<file path="config.mk">
export PLATFORM = sky130hd
export DESIGN_NAME = command_scheduler
export DESIGN_NICKNAME = d
export VERILOG_FILES = /design/src/rtl/titan_comms_pkg.sv /design/src/rtl/command_scheduler_fifo.sv /design/src/rtl/command_scheduler.sv
export SDC_FILE = /design/constraint.sdc
export NUM_CORES = 1
export LEC_CHECK = 0
export BUFFER_PORTS_ARGS = -buffer_cell sky130_fd_sc_hd__buf_2
export CORE_MARGIN = 4
export CORE_UTILIZATION = 37
export CTS_CLUSTER_SIZE = 24
export DETAILED_ROUTE_END_ITERATION = 10
export PLACE_DENSITY = 0.64
export SLEW_MARGIN = 20
export SYNTH_ARGS = -nofsm -noshare
export SYNTH_HDL_FRONTEND = slang
export SYNTH_SLANG_ARGS = --single-unit
</file>
<file path="constraint.sdc">
create_clock -name clk -period 12.01 [get_ports clk]
set_clock_uncertainty 0.15 [all_clocks]
set_input_delay 1.201 -clock clk [delete_from_list [all_inputs] [get_ports clk]]
set_output_delay 1.201 -clock clk [all_outputs]
set_load 0.02 [all_outputs]
</file>
<file path="src/rtl/titan_comms_pkg.sv">
// TitanComms shared definitions: host opcodes and the scheduler FSM state type.
package TitanComms;

   localparam logic [7:0] WRITE          = 8'h01;
   localparam logic [7:0] READ           = 8'h02;
   localparam logic [7:0] TRANSFER       = 8'h03;
   localparam logic [7:0] REPEAT         = 8'h04;
   localparam logic [7:0] BIND_INTERRUPT = 8'h05;
   localparam logic [7:0] BIND_ADDRESS   = 8'h06;

   typedef enum logic [1:0] {
      IDLE,
      ISSUE,
      WAIT_ACK,
      DONE
   } sched_state_t;

endpackage

</file>
<file path="src/rtl/command_scheduler_fifo.sv">
// Synchronous command FIFO with registered occupancy count; full/empty decode from the count.
module cmd_fifo #(
   parameter int WIDTH = 64,
   parameter int DEPTH = 4
) (
   input  logic                       clk,
   input  logic                       rst,
   input  logic                       wr_en,
   input  logic [WIDTH-1:0]           wr_data,
   input  logic                       rd_en,
   output logic [WIDTH-1:0]           rd_data,
   output logic                       full,
   output logic                       empty,
   output logic [$clog2(DEPTH):0]     count
);

   localparam int AW = $clog2(DEPTH);

   logic [WIDTH-1:0] mem [DEPTH];
   logic [AW-1:0]    wr_ptr;
   logic [AW-1:0]    rd_ptr;
   logic             do_wr;
   logic             do_rd;

   assign do_wr   = wr_en && !full;
   assign do_rd   = rd_en && !empty;
   assign full    = (count == (AW+1)'(DEPTH));
   assign empty   = (count == '0);
   assign rd_data = mem[rd_ptr];

   // Power-of-two depth lets the pointers wrap naturally.
   always_ff @(posedge clk or posedge rst) begin
      if (rst) begin
         wr_ptr <= '0;
         rd_ptr <= '0;
         count  <= '0;
      end else begin
         if (do_wr) wr_ptr <= wr_ptr + AW'(1);
         if (do_rd) rd_ptr <= rd_ptr + AW'(1);
         if (do_wr && !do_rd)      count <= count + (AW+1)'(1);
         else if (do_rd && !do_wr) count <= count - (AW+1)'(1);
      end
   end

   always_ff @(posedge clk) begin
      if (do_wr) mem[wr_ptr] <= wr_data;
   end

endmodule

</file>
<file path="src/rtl/command_scheduler.sv">
// Drains queued host commands onto the core register bus, one req/ack transaction at a time.
module command_scheduler
   import TitanComms::*;
#(
   parameter int INSTRUCTION_WIDTH = 8,
   parameter int ADDRESS_WIDTH     = 24,
   parameter int VALUE_WIDTH       = 32,
   parameter int FIFO_DEPTH        = 4,
   parameter int TIMEOUT_CYCLES    = 255
) (
   input  logic                         clk,
   input  logic                         rst,
   input  logic                         cmd_valid,
   output logic                         cmd_ready,
   input  logic [INSTRUCTION_WIDTH-1:0] cmd_instruction,
   input  logic [ADDRESS_WIDTH-1:0]     cmd_address,
   input  logic [VALUE_WIDTH-1:0]       cmd_value,
   output logic                         core_req,
   output logic                         core_we,
   output logic [ADDRESS_WIDTH-1:0]     core_address,
   output logic [VALUE_WIDTH-1:0]       core_wdata,
   input  logic                         core_ack,
   input  logic [VALUE_WIDTH-1:0]       core_rdata,
   output logic [VALUE_WIDTH-1:0]       read_value,
   output logic                         read_value_valid,
   output logic [ADDRESS_WIDTH-1:0]     interrupt_address,
   output logic [ADDRESS_WIDTH-1:0]     stream_address,
   output logic                         busy,
   input  logic                         clear_errors,
   output logic                         error_timeout,
   output logic                         error_opcode
);

   localparam int CMD_W = INSTRUCTION_WIDTH + ADDRESS_WIDTH + VALUE_WIDTH;
   localparam logic [INSTRUCTION_WIDTH-1:0] OP_WRITE = INSTRUCTION_WIDTH'(WRITE);
   localparam logic [INSTRUCTION_WIDTH-1:0] OP_READ  = INSTRUCTION_WIDTH'(READ);
   localparam logic [INSTRUCTION_WIDTH-1:0] OP_BIRQ  = INSTRUCTION_WIDTH'(BIND_INTERRUPT);
   localparam logic [INSTRUCTION_WIDTH-1:0] OP_BSTR  = INSTRUCTION_WIDTH'(BIND_ADDRESS);
   localparam logic [7:0] TIMEOUT_LIMIT = 8'(TIMEOUT_CYCLES);

   logic [CMD_W-1:0]             head;
   logic [INSTRUCTION_WIDTH-1:0] head_op;
   logic [ADDRESS_WIDTH-1:0]     head_addr;
   logic [VALUE_WIDTH-1:0]       head_val;
   logic                         fifo_full;
   logic                         fifo_empty;
   logic [$clog2(FIFO_DEPTH):0]  fifo_count;

   sched_state_t state, state_next;
   logic         pop, load_xact, set_irq, set_stream, bad_op, ack_hit, timed_out;
   logic         done_hold;
   logic [7:0]   timer;
   logic [7:0]   timer_inc;

   assign {head_op, head_addr, head_val} = head;
   assign cmd_ready = !fifo_full;
   assign busy      = (state != IDLE) || (fifo_count != '0);
   assign timer_inc = timer + 8'd1;

   cmd_fifo #(.WIDTH(CMD_W), .DEPTH(FIFO_DEPTH)) u_fifo (
      .clk     (clk),
      .rst     (rst),
      .wr_en   (cmd_valid && cmd_ready),
      .wr_data ({cmd_instruction, cmd_address, cmd_value}),
      .rd_en   (pop),
      .rd_data (head),
      .full    (fifo_full),
      .empty   (fifo_empty),
      .count   (fifo_count)
   );

   always_ff @(posedge clk or posedge rst) begin
      if (rst) state <= IDLE;
      else     state <= state_next;
   end

   always_comb begin
      state_next = state;
      pop        = 1'b0;
      load_xact  = 1'b0;
      set_irq    = 1'b0;
      set_stream = 1'b0;
      bad_op     = 1'b0;
      ack_hit    = 1'b0;
      timed_out  = 1'b0;
      case (state)
         IDLE: begin
            if (!fifo_empty) begin
               pop = 1'b1;
               if (head_op == OP_WRITE || head_op == OP_READ) begin
                  load_xact  = 1'b1;
                  state_next = ISSUE;
               end else if (head_op == OP_BIRQ) begin
                  set_irq = 1'b1;
               end else if (head_op == OP_BSTR) begin
                  set_stream = 1'b1;
               end else begin
                  bad_op = 1'b1;
               end
            end
         end
         ISSUE: state_next = WAIT_ACK;
         WAIT_ACK: begin
            if (core_req && core_ack) begin
               ack_hit    = 1'b1;
               state_next = DONE;
            end else if (timer_inc == TIMEOUT_LIMIT) begin
               timed_out  = 1'b1;
               state_next = DONE;
            end
         end
         DONE: begin
            // DONE spans two cycles so the valid pulse lands before IDLE resumes popping.
            if (done_hold) state_next = IDLE;
         end
         default: state_next = IDLE;
      endcase
   end

   always_ff @(posedge clk or posedge rst) begin
      if (rst) begin
         core_req          <= 1'b0;
         core_we           <= 1'b0;
         core_address      <= '0;
         core_wdata        <= '0;
         read_value        <= '0;
         read_value_valid  <= 1'b0;
         interrupt_address <= '0;
         stream_address    <= '0;
         error_timeout     <= 1'b0;
         error_opcode      <= 1'b0;
         timer             <= '0;
         done_hold         <= 1'b0;
      end else begin
         if (load_xact) begin
            core_we      <= (head_op == OP_WRITE);
            core_address <= head_addr;
            core_wdata   <= head_val;
         end
         if (state == ISSUE)             core_req <= 1'b1;
         else if (ack_hit || timed_out)  core_req <= 1'b0;
         if (state == ISSUE)                      timer <= '0;
         else if (state == WAIT_ACK && !ack_hit)  timer <= timer_inc;
         if (ack_hit && !core_we)         read_value <= core_rdata;
         else if (timed_out && !core_we)  read_value <= '1;
         done_hold        <= (state == DONE) && !done_hold;
         read_value_valid <= (state == DONE) && !done_hold && !core_we;
         if (set_irq)    interrupt_address <= head_addr;
         if (set_stream) stream_address    <= head_addr;
         // A new error in the clearing cycle wins.
         error_timeout <= (error_timeout && !clear_errors) || timed_out;
         error_opcode  <= (error_opcode && !clear_errors) || bad_op;
      end
   end

endmodule
</file>
Yosys cells after proc, flatten, opt, wreduce, memory -nomap -nowiden
Memories as Yosys holds them, arrays and structs flattened.
Cells that the tools add are included.
Operators by class
  $add $sub $neg: 5
  multipliers: 0
  div/mod/pow operators: 0
  order comparisons: 0
  equality and inequality tests: 13
  shift-type cells: 0
  muxes and demuxes: 40
  bitwise operators: 0
  reductions and logical operators: 35
Operator list (count)
  $mux 32: 2
  $mux 1: 28
  $eq 8x3->1 const B: 2
  $mux 8: 2
  $logic_and 1x1->1: 13
  $mux 2: 5
  $reduce_bool 2->1: 5
  $add 8x1->8 const B: 1
  $eq 8x1->1 const B: 1
  $eq 8x2->1 const B: 1
  $eq 8x8->1 const B: 1
  $logic_not 1->1: 8
  $pmux 2 s4: 1
  $mux 3: 2
  $ne 2x2->1 const B: 3
  $logic_or 1x1->1: 5
  $add 2x1->2 const B: 2
  $eq 2x2->1 const B: 2
  $reduce_and 4->1: 1
  $add 3x1->3 const B: 1
  $eq 3x3->1 const B: 1
  $logic_not 3->1: 1
  $ne 3x3->1 const B: 1
  $reduce_bool 3->1: 1
  3 further kinds: 3
Storage, ports and cells
  bits in registers: 159
  latch bits: 0
  RAM bits: 256
  bits in read-only memories: 0
  bits of input ports: 101
  output and inout bits: 143
  logic and storage cells: 110
  memories: 1
Memories
  u_fifo.mem: depth 4, width 64, read ports 1, clocked after Yosys merged registers in 0, write ports 1, RTL line command_scheduler_fifo.sv:19  | logic [WIDTH-1:0] mem [DEPTH];

Logic depth before layout (Yosys ltp)
Gate-level depths: netlist of the first run.
  depth in word-level cells: 8
  depth in mapped cells: 10
  gate-level depth less buffers: 9

Modules after synthesis
A second synthesis of the first run with hierarchy kept.
Second synthesis, totals
  cells, all modules: 761
  area total of the unflattened synthesis: 15593.7 sq um
By module, submodules not included
  cmd_fifo: instances 1, cells an instance 370, area an instance 9653.0 sq um
  command_scheduler: instances 1, cells an instance 391, area an instance 5940.7 sq um

Least setup slack after synthesis of the first run
No wires, ideal clock.
  path type: in2reg
  from: in cmd_valid
  to: mem u_fifo.mem[0][0], enable pin
  setup time: 0.429 ns
  data arrival time: 2.746 ns
  path slack: 8.685 ns
  stages: 1
  path buffers: 0
  cells stage by stage: and3_1
Between the ends
  word-level cells in the longest chain between the ends: 4
Ends and longest elaborated chain
  from (decl): RTL line command_scheduler.sv:13  | input logic cmd_valid,
  $logic_and 1x1->1: RTL line command_scheduler.sv:63  | .wr_en (cmd_valid && cmd_ready),
  $logic_and 1x1->1: RTL line command_scheduler_fifo.sv:25  | assign do_wr = wr_en && !full;
  $mux 1: RTL line command_scheduler_fifo.sv:46  | if (do_wr) mem[wr_ptr] <= wr_data;
  $mux 1 (implied by the code): RTL line command_scheduler_fifo.sv:46
  to (decl): RTL line command_scheduler_fifo.sv:19
No other way between the ends.

Worst setup path after layout of the first run
  from: reg u_fifo.rd_ptr[0]
  to: reg core_wdata[7]
Between the ends
  word-level cells in the longest chain between the ends: 6
  elaborated cells between the ends (all ways): 7
  classes of those cells: eq/ne (2); mux (3); reduce/logical (1); memory (1)
Ends and longest elaborated chain
  from (decl): RTL line command_scheduler_fifo.sv:21  | logic [AW-1:0] rd_ptr;
  from (signal assigned): RTL line command_scheduler_fifo.sv:39  | if (do_rd) rd_ptr <= rd_ptr + AW'(1);
  $mem_v2 4x64 *
  $eq 8x1->1 or $eq 8x2->1 (tied branches): RTL line command_scheduler.sv:90  | if (head_op == OP_WRITE || head_op == OP_READ) begin
  $logic_or 1x1->1: RTL line command_scheduler.sv:90
  $mux 1: RTL line command_scheduler.sv:90
  $mux 1: RTL line command_scheduler.sv:88  | if (!fifo_empty) begin
  $mux 1: RTL line command_scheduler.sv:86  | case (state)
  to (signal assigned): RTL line command_scheduler.sv:138  | core_wdata <= head_val;
  to (decl): RTL line command_scheduler.sv:21  | output logic [VALUE_WIDTH-1:0] core_wdata,
Every way passes the cells marked *; elsewhere a longest branch is shown, timed or not.
A chain may end at the register's enable or synchronous reset.

==> metrics.md, run 1 <==
| Metric | Value |
|---|---|
| Setup_tns | 0 ps |
| Drt total wl | 32.0 mm |
| Synth warn | 0 |
| Final Slew Violations | 0 |
| Die height | 213 µm |
| Unique masters post-synth | 49 |
| PwrDens | 249 mW/mm² |
| Post-synthesis mux area share | 16.3% |
| Required time of the critical path | 12300 ps |
| Number of H-tree levels | 2 |
| Worst-margin pin slew | 1050 ps |
| Antenna Violating Nets Remaining | 0 |
| Number of global-route vias before repair | 8390 |
| Worst r2r src | u_fifo.rd_ptr[0]$_DFFE_PP0P_ |
| Post-Synth Adder-Cell Area | 1.09% |
| Area of the multi-input gates | 0.00363 mm² |
| Core area | 0.0412 mm² |
| Crit-path max FO | 56 |
| Static leakage | 7.62 nW |
| Worst Setup Start Kind | flop |
| Worst r2r path cells | 7 |
| Syn_nets | 887 |
| Final setup violation count | 0 |
| Termination of the worst setup path | core_wdata[7]$_DFFE_PP0P_ |
| Flop-to-flop setup slack | 7930 ps |
| Largest family of logic cells by synthesized area | multiplexers |
| Cell Chain, Critical Path | buf_4, inv_1, or3_1, and3_4, nor4_4, and2_4, mux2_2 |
| Synth Register Bits | 415 |
| Slew Limit Headroom | 29.7% |
| Min Hold Slack | 288 ps |
| Mapped Avg Cell Area | 20.1 µm² |
| Top Ports | 244 |
| Antenna violations before repair | 5 |
| Vias | 7788 |
| Starting density of the core | 37.8% |
| TritonCTS Sinks | 415 |
| Most frequent cells in the layout | edfxtp_1, buf_2, dfrtp_1 |
| Cts bufs inserted | 44 |
| Critical Path Start | u_fifo.rd_ptr[0]$_DFFE_PP0P_ |
| Clock buffer depth | 3 |
| GPL Wtd Cong | 0.718 |
| Worst setup EP type | flop |
| Share of layout cells above drive strength 1 | 46.0% |
| P&R area growth vs syn | 20.6% |
| CTS tree | built |
| CTS Hold Bufs | 0 |
| Maximum vdd drop | 0.000136 V |
| Max Freq | 245 MHz |
| WL/cell | 20.0 µm |
| Number of max-cap violations | 0 |
| Period Utilization, post-route | 34.0% |
| Synth Area in Simple Gates | 2.15% |
| Unrepaired setup endpoints after global routing | false |
| Ys flop type | edfxtp_1 |
| Grt ovf | 0 |
| CP max stage delay | 780 ps |
| Hpwl dp | 19.7 mm |
| Initial DRC Count | 368 |
| GRT Total Usage | 14.2% |
| Commonest non-fill, non-tap cell in the layout | edfxtp_1 |
| Post-Synthesis Cells | 773 |
| Hold violation total from the final report | 0 |
| Vias per inst | 4.86 |
| Largest net degree at the start of global routing | 91 |
| Status | finished clean |
| Register area | 0.0117 mm² |
| Setup Crit Path Kind | flop to flop |
| Sequential share of the synthesized area | 74.9% |
| Clk slew on worst S/H paths | 60 ps |
| Synth async-reset ratio | 38.3% |
| Global-route wire length before repair | 49.4 mm |
| EDFF count, synth | 256 |
| Fill count | 3563 |
| XOR/XNOR Fraction of Synth Area | 0.956% |
| Tmin final | 4080 ps |
| Placed cell areas | 0.0173 mm² |
| DRC Markers | 0 |
| Worst R2R End | core_wdata[7]$_DFFE_PP0P_ |
| Critical path's slowest cell | buf_4 |
| Router iterations before antenna repair | 6 |
| Compound-Gate Fraction of Synth Area | 2.55% |
| WP data arrival | 4370 ps |
| Die width | 213 µm |
| Rows | 74 |
| Synthesized cell area | 0.0156 mm² |
| Cell area after layout | 0.0188 mm² |
| Cells resized by post-CTS repair | 0 |
| Setup repair bufs after CTS | 0 |
| Nets | 1146 |
| Fin util | 45.6% |
| Die area | 0.0454 mm² |
| PortBufs | 243 |
| Min-Delay Path Class | flop to flop |
| Clock latency at the later pin of the worst-skew pair | 550 ps |
| CTS Root Buffer Type | clkbuf_16 |
[where the power goes]
part / switching (W) / internal, W
registers: 0.000189 / 0.00190
logic: 0.000700 / 0.000529
clock network: 0.000531 / 0.000821
total: 0.00142 / 0.00325
[critical path, delay by kind of cell, from the launching register on]
kind          cells  cell delay (ps)
buf+inv           2              920
simple gates      4             1680
mux               1              410
flops             1              720
[cells in the mapped netlist, types with 2 or more instances]
library cell  count  area share (%)
buf_2             7            0.22
o22a_1           32             1.8
or4_1             2           0.096
buf_4             5            0.24
clkbuf_1         17            0.41
mux2_1            4            0.29
inv_1            17            0.41
nand2b_1          2           0.080
nor3_1            4            0.13
ha_1             12            0.96
a21oi_1           2           0.064
and3_1            4            0.16
and4_1            2            0.11
nand3_1           6            0.19
nor2_1           18            0.43
o22ai_1           2           0.080
edfxtp_1        256              49
nand2_1           9            0.22
buf_1             3           0.072
xor2_1           10            0.56
mux2_2          102             7.4
mux4_2           60             8.7
nor4_1            2           0.080
xnor2_1           7            0.39
buf_12            5            0.64
dfrtp_1         159              26
nor2b_1           2           0.080
[stage by stage]
step / total power [W] / std cells / setup slack, ps
2_1_floorplan: 0.00293 / 773 / 6370
3_3_place_gp: 0.00335 / 1517 / 7840
3_5_place_dp: 0.00339 / 1517 / 7790
4_1_cts: 0.00477 / 1599 / 7750
5_1_grt: 0.00495 / 1600 / 7510
6_report: 0.00467 / 1601 / 7930
[how the worst min path moves through the flow]
stage	slack, ps	start	to	cells past startpoint
floorplan	250	done_hold$_DFF_PP0_	done_hold$_DFF_PP0_	1
global placement	270	done_hold$_DFF_PP0_	done_hold$_DFF_PP0_	1
detailed placement	280	done_hold$_DFF_PP0_	done_hold$_DFF_PP0_	1
CTS	290	done_hold$_DFF_PP0_	done_hold$_DFF_PP0_	1
global route	300	done_hold$_DFF_PP0_	done_hold$_DFF_PP0_	1
finish	290	done_hold$_DFF_PP0_	done_hold$_DFF_PP0_	1
[metal layers]
metal / share of wire (%) / vias to the layer above / GRT usage, % / routed length [µm]
li1: - / 3535 / - / -
met1: 42 / 3965 / 17.8 / 13400
met2: 49 / 228 / 24.0 / 15700
met3: 6.5 / 54 / 3.88 / 2080
met4: 2.2 / 6 / 4.52 / 712
met5: 0.13 / - / 0 / 41
[registers in the layout (all words and copies together) (netlist names), 3 cells and up]
signal             cells
u_fifo.mem           256
core_wdata            32
timer                  8
stream_address        24
read_value            32
core_address          24
u_fifo.count           3
interrupt_address     24
[cells by family (layout without fill, tap and decap cells)]
logic type | Yosys count | after routing
DFF | 415 | 415
muxes | 166 | 166
and+or+nand+nor | 61 | 61
buffers and inverters | 54 | 349
AOI/OAI and AO/OA | 47 | 47
xor gates and xnor gates | 17 | 17
adders and majority gates | 13 | 13
other | 0 | 1
[area by class of cell]
type | count | share of cell area [%]
diodes | 1 | 0.0133
clock buffers | 65 | 6.77
clock inverters | 17 | 1.01
inverters | 17 | 0.366
multi-input cells | 304 | 19.3
flip-flops and latches | 415 | 62.1
well taps | 532 | 3.54
repair buffers | 250 | 6.86
No activity file was read; power rests on OpenSTA's default activity.
==> inputs of run 2 (changes only) <==
--- a/config.mk
+++ b/config.mk
@@ -5,12 +5,13 @@
 export SDC_FILE = /design/constraint.sdc
 export NUM_CORES = 1
 export LEC_CHECK = 0
+export ABC_AREA = 1
 export BUFFER_PORTS_ARGS = -buffer_cell sky130_fd_sc_hd__buf_2
 export CORE_MARGIN = 4
 export CORE_UTILIZATION = 37
 export CTS_CLUSTER_SIZE = 24
 export DETAILED_ROUTE_END_ITERATION = 10
-export PLACE_DENSITY = 0.64
+export PLACE_DENSITY = 0.66
 export SLEW_MARGIN = 20
 export SYNTH_ARGS = -nofsm -noshare
 export SYNTH_HDL_FRONTEND = slang
==> constraint.sdc (replaced) <==
create_clock -name clk -period 3.3 [get_ports clk]
set_clock_uncertainty 0.15 [all_clocks]
set_input_delay 0.33 -clock clk [delete_from_list [all_inputs] [get_ports clk]]
set_output_delay 0.33 -clock clk [all_outputs]
set_load 0.02 [all_outputs]
==> run 2 against run 1 <==
- sequential share of layout area down 6.1 points
- setup slack worse by 7400 ps
- core utilization up 1.6 points
- global-route usage up 3.9 points
- design area up 11%
- synthesized area up 5.7%
- fmax up 49%
- worst hold slack worse by 220 ps
- power rose to 4.1 times the previous value
- critical path type unchanged
- critical endpoint is now core_wdata[27]$_DFFE_PP0P_
==> metrics.md, run 2 <==
| Metric | Value |
|---|---|
| Status | finished clean |
| Worst-margin pin slew | 920 ps |
| P&R area growth vs syn | 26.5% |
| PwrDens | 924 mW/mm² |
| Flop-to-flop setup slack | 560 ps |
| Setup_tns | 0 ps |
| Cell Chain, Critical Path | inv_4, nand2_1, nand2_1, nand2_1, nand2_1, nand3_1, nand2_1, nand2_2, nor2_4, buf_4, nand2_1, nand2_1 |
| Top Ports | 244 |
| Commonest non-fill, non-tap cell in the layout | nand2_1 |
| TritonCTS Sinks | 415 |
| Initial DRC Count | 796 |
| Vias per inst | 5.02 |
| CTS Root Buffer Type | clkbuf_16 |
| Final Slew Violations | 0 |
| Grt ovf | 0 |
| Nets | 1874 |
| Clock buffer depth | 3 |
| Post-synth top area cell | edfxtp_1 |
| Most frequent cell after synthesis | nand2_1 |
| Dpl ws | 237 ps |
| Rows | 77 |
| Required time of the critical path | 3660 ps |
| Vias | 12000 |
| Most frequent cell on the critical path | nand2_1 |
| Router iterations before antenna repair | 5 |
| WL/cell | 18.5 µm |
| Clock latency at the later pin of the worst-skew pair | 570 ps |
| Number of max-cap violations | 0 |
| Final setup violation count | 0 |
| Max reg flops | 256 |
| Mapped Avg Cell Area | 11.5 µm² |
| Cells resized by post-CTS repair | 0 |
| Cell area after layout | 0.0208 mm² |
| Fin util | 47.2% |
| Regs by FF count | u_fifo.mem: 256 flops, core_wdata: 32 flops, read_value: 32 flops |
| Synth warn | 0 |
| Setup repair bufs after CTS | 0 |
| WP data arrival | 3100 ps |
| Hpwl dp | 26.2 mm |
| Critical path's slowest cell | nor2_4 |
| Most frequent cells in the layout | nand2_1, edfxtp_1, buf_2 |
| Placed cell areas | 0.0183 mm² |
| Worst Setup Start Kind | flop |
| Maximum vdd drop | 0.000430 V |
| Slew Limit Headroom | 38.5% |
| Share of layout cells above drive strength 1 | 22.2% |
| Post-synth top cells | nand2_1, edfxtp_1, dfrtp_1, o21ai_0, nor2_1 |
| Synth top area cells | edfxtp_1, dfrtp_1, nand2_1 |
| PortBufs | 243 |
| Yosys top cell area share | 46.7% |
| Global-route wire length before repair | 68.4 mm |
| Reg with most FFs | u_fifo.mem |
| Final Total Pwr | 0.0192 W |
| CP max stage delay | 600 ps |
| EDFF count, synth | 256 |
| GPL Wtd Cong | 0.784 |
| Ys flop type | edfxtp_1 |
| Number of H-tree levels | 2 |
| Static leakage | 8.88 nW |
| Tmin final | 2740 ps |
| Worst path buffer plus inverter count | 2 |
| Starting density of the core | 37.3% |
| Synth async-reset ratio | 38.3% |
| Setup Crit Path Kind | flop to flop |
| Sequential share of the synthesized area | 70.9% |
| Register area | 0.0117 mm² |
| Post-Synthesis Cells | 1436 |
| Synth Register Bits | 415 |
| Crit-path max FO | 20 |
| Worst setup EP type | flop |
| Hold violation total from the final report | 0 |
| Largest net degree at the start of global routing | 65 |
| Area of the multi-input gates | 0.00425 mm² |
| Min-Delay Path Class | input pin to flop |
| Clk slew on worst S/H paths | 60 ps |
| Die area | 0.0479 mm² |
| Fill count | 4053 |
| CTS Hold Bufs | 98 |
| Synthesized cell area | 0.0165 mm² |
| Antenna violations before repair | 8 |
| Die width | 219 µm |
| Syn_nets | 1550 |
| CTS tree | built |
| DRC Markers | 0 |
| Final worst slack | 558 ps |
| GRT Total Usage | 18.1% |
| Number of global-route vias before repair | 12000 |
| Unique masters post-synth | 31 |
| Delay-heaviest family, CP | simple AND/OR/NAND/NOR gates |
| Antenna Violating Nets Remaining | 0 |
| Max Freq | 365 MHz |
| Unrepaired setup endpoints after global routing | false |
| Die height | 219 µm |
| Drt total wl | 44.2 mm |
| Period Utilization, post-route | 83.1% |
| Cts bufs inserted | 44 |
| Core area | 0.0441 mm² |
run 2: cell count changes after synthesis, moves of 50 or more:
cell,delta
nand2_1,+337
o21ai_0,+157
nor2_1,+118
mux2_2,-102
mux4_2,-60
o22ai_1,+59
nand4_1,+50
run 2: final cells by class:
class | count | share of cell area (%)
antenna | 4 | 0.0481
clock buffer | 58 | 5.88
clock inverter | 24 | 1.30
inverter | 42 | 0.787
multi-input combinational | 890 | 20.4
sequential | 415 | 56.0
tap | 592 | 3.56
timing repair buffer | 367 | 12.0
run 2: worst reg2reg max path: cells and delay by family, from the launching register on:
family,cells,cell delay [ps]
simple gates,10,1370
buf+inv,2,590
flops,1,580
run 2: power by group:
part | total (W) | leakage [nW] | internal [W] | switching [W]
Clock | 0.00505 | 0.732 | 0.00296 | 0.00209
Sequential | 0.00760 | 4.40 | 0.00701 | 0.000593
Combinational | 0.00660 | 3.75 | 0.00184 | 0.00476
Total | 0.0192 | 8.88 | 0.0118 | 0.00744
run 2: logic make-up (layout without fill, tap and decap cells):
family,after synthesis,count (layout),synth area share (%)
AOI/OAI and AO/OA,241,241,7.79
xor gates and xnor gates,5,5,0.266
adders and majority gates,13,13,1.03
buffers and inverters,131,491,3.56
DFF,415,415,70.9
other,0,4,0
and+or+nand+nor,631,631,16.5
run 2: stage by stage:
step | cells | hold WS [ps]
2_1_floorplan | 1436 | 269
3_3_place_gp | 2207 | 281
3_5_place_dp | 2207 | 287
4_1_cts | 2387 | 41.7
5_1_grt | 2392 | 87.1
6_report | 2392 | 70.4
run 2: per-layer routing:
layer / global-route usage [%] / routed length, µm / vias up
met1: 24.0 / 19200 / 5891
li1: - / - / 5648
met5: 0 / 53 / -
met2: 29.1 / 20500 / 375
met4: 6.13 / 1400 / 8
met3: 4.69 / 3170 / 90
run 2: path summary, 6_finish.rpt:
check,from,end,cells after the start
min in group asynchronous,rst,read_value[25]$_DFFE_PP0P_,3
max,u_fifo.rd_ptr[0]$_DFFE_PP0P_,core_wdata[27]$_DFFE_PP0P_,12
max in group asynchronous,rst,u_fifo.rd_ptr[0]$_DFFE_PP0P_,4
min reg2reg,done_hold$_DFF_PP0_,done_hold$_DFF_PP0_,1
max reg2reg,u_fifo.rd_ptr[0]$_DFFE_PP0P_,core_wdata[27]$_DFFE_PP0P_,12
min,core_ack,error_timeout$_DFF_PP0_,6
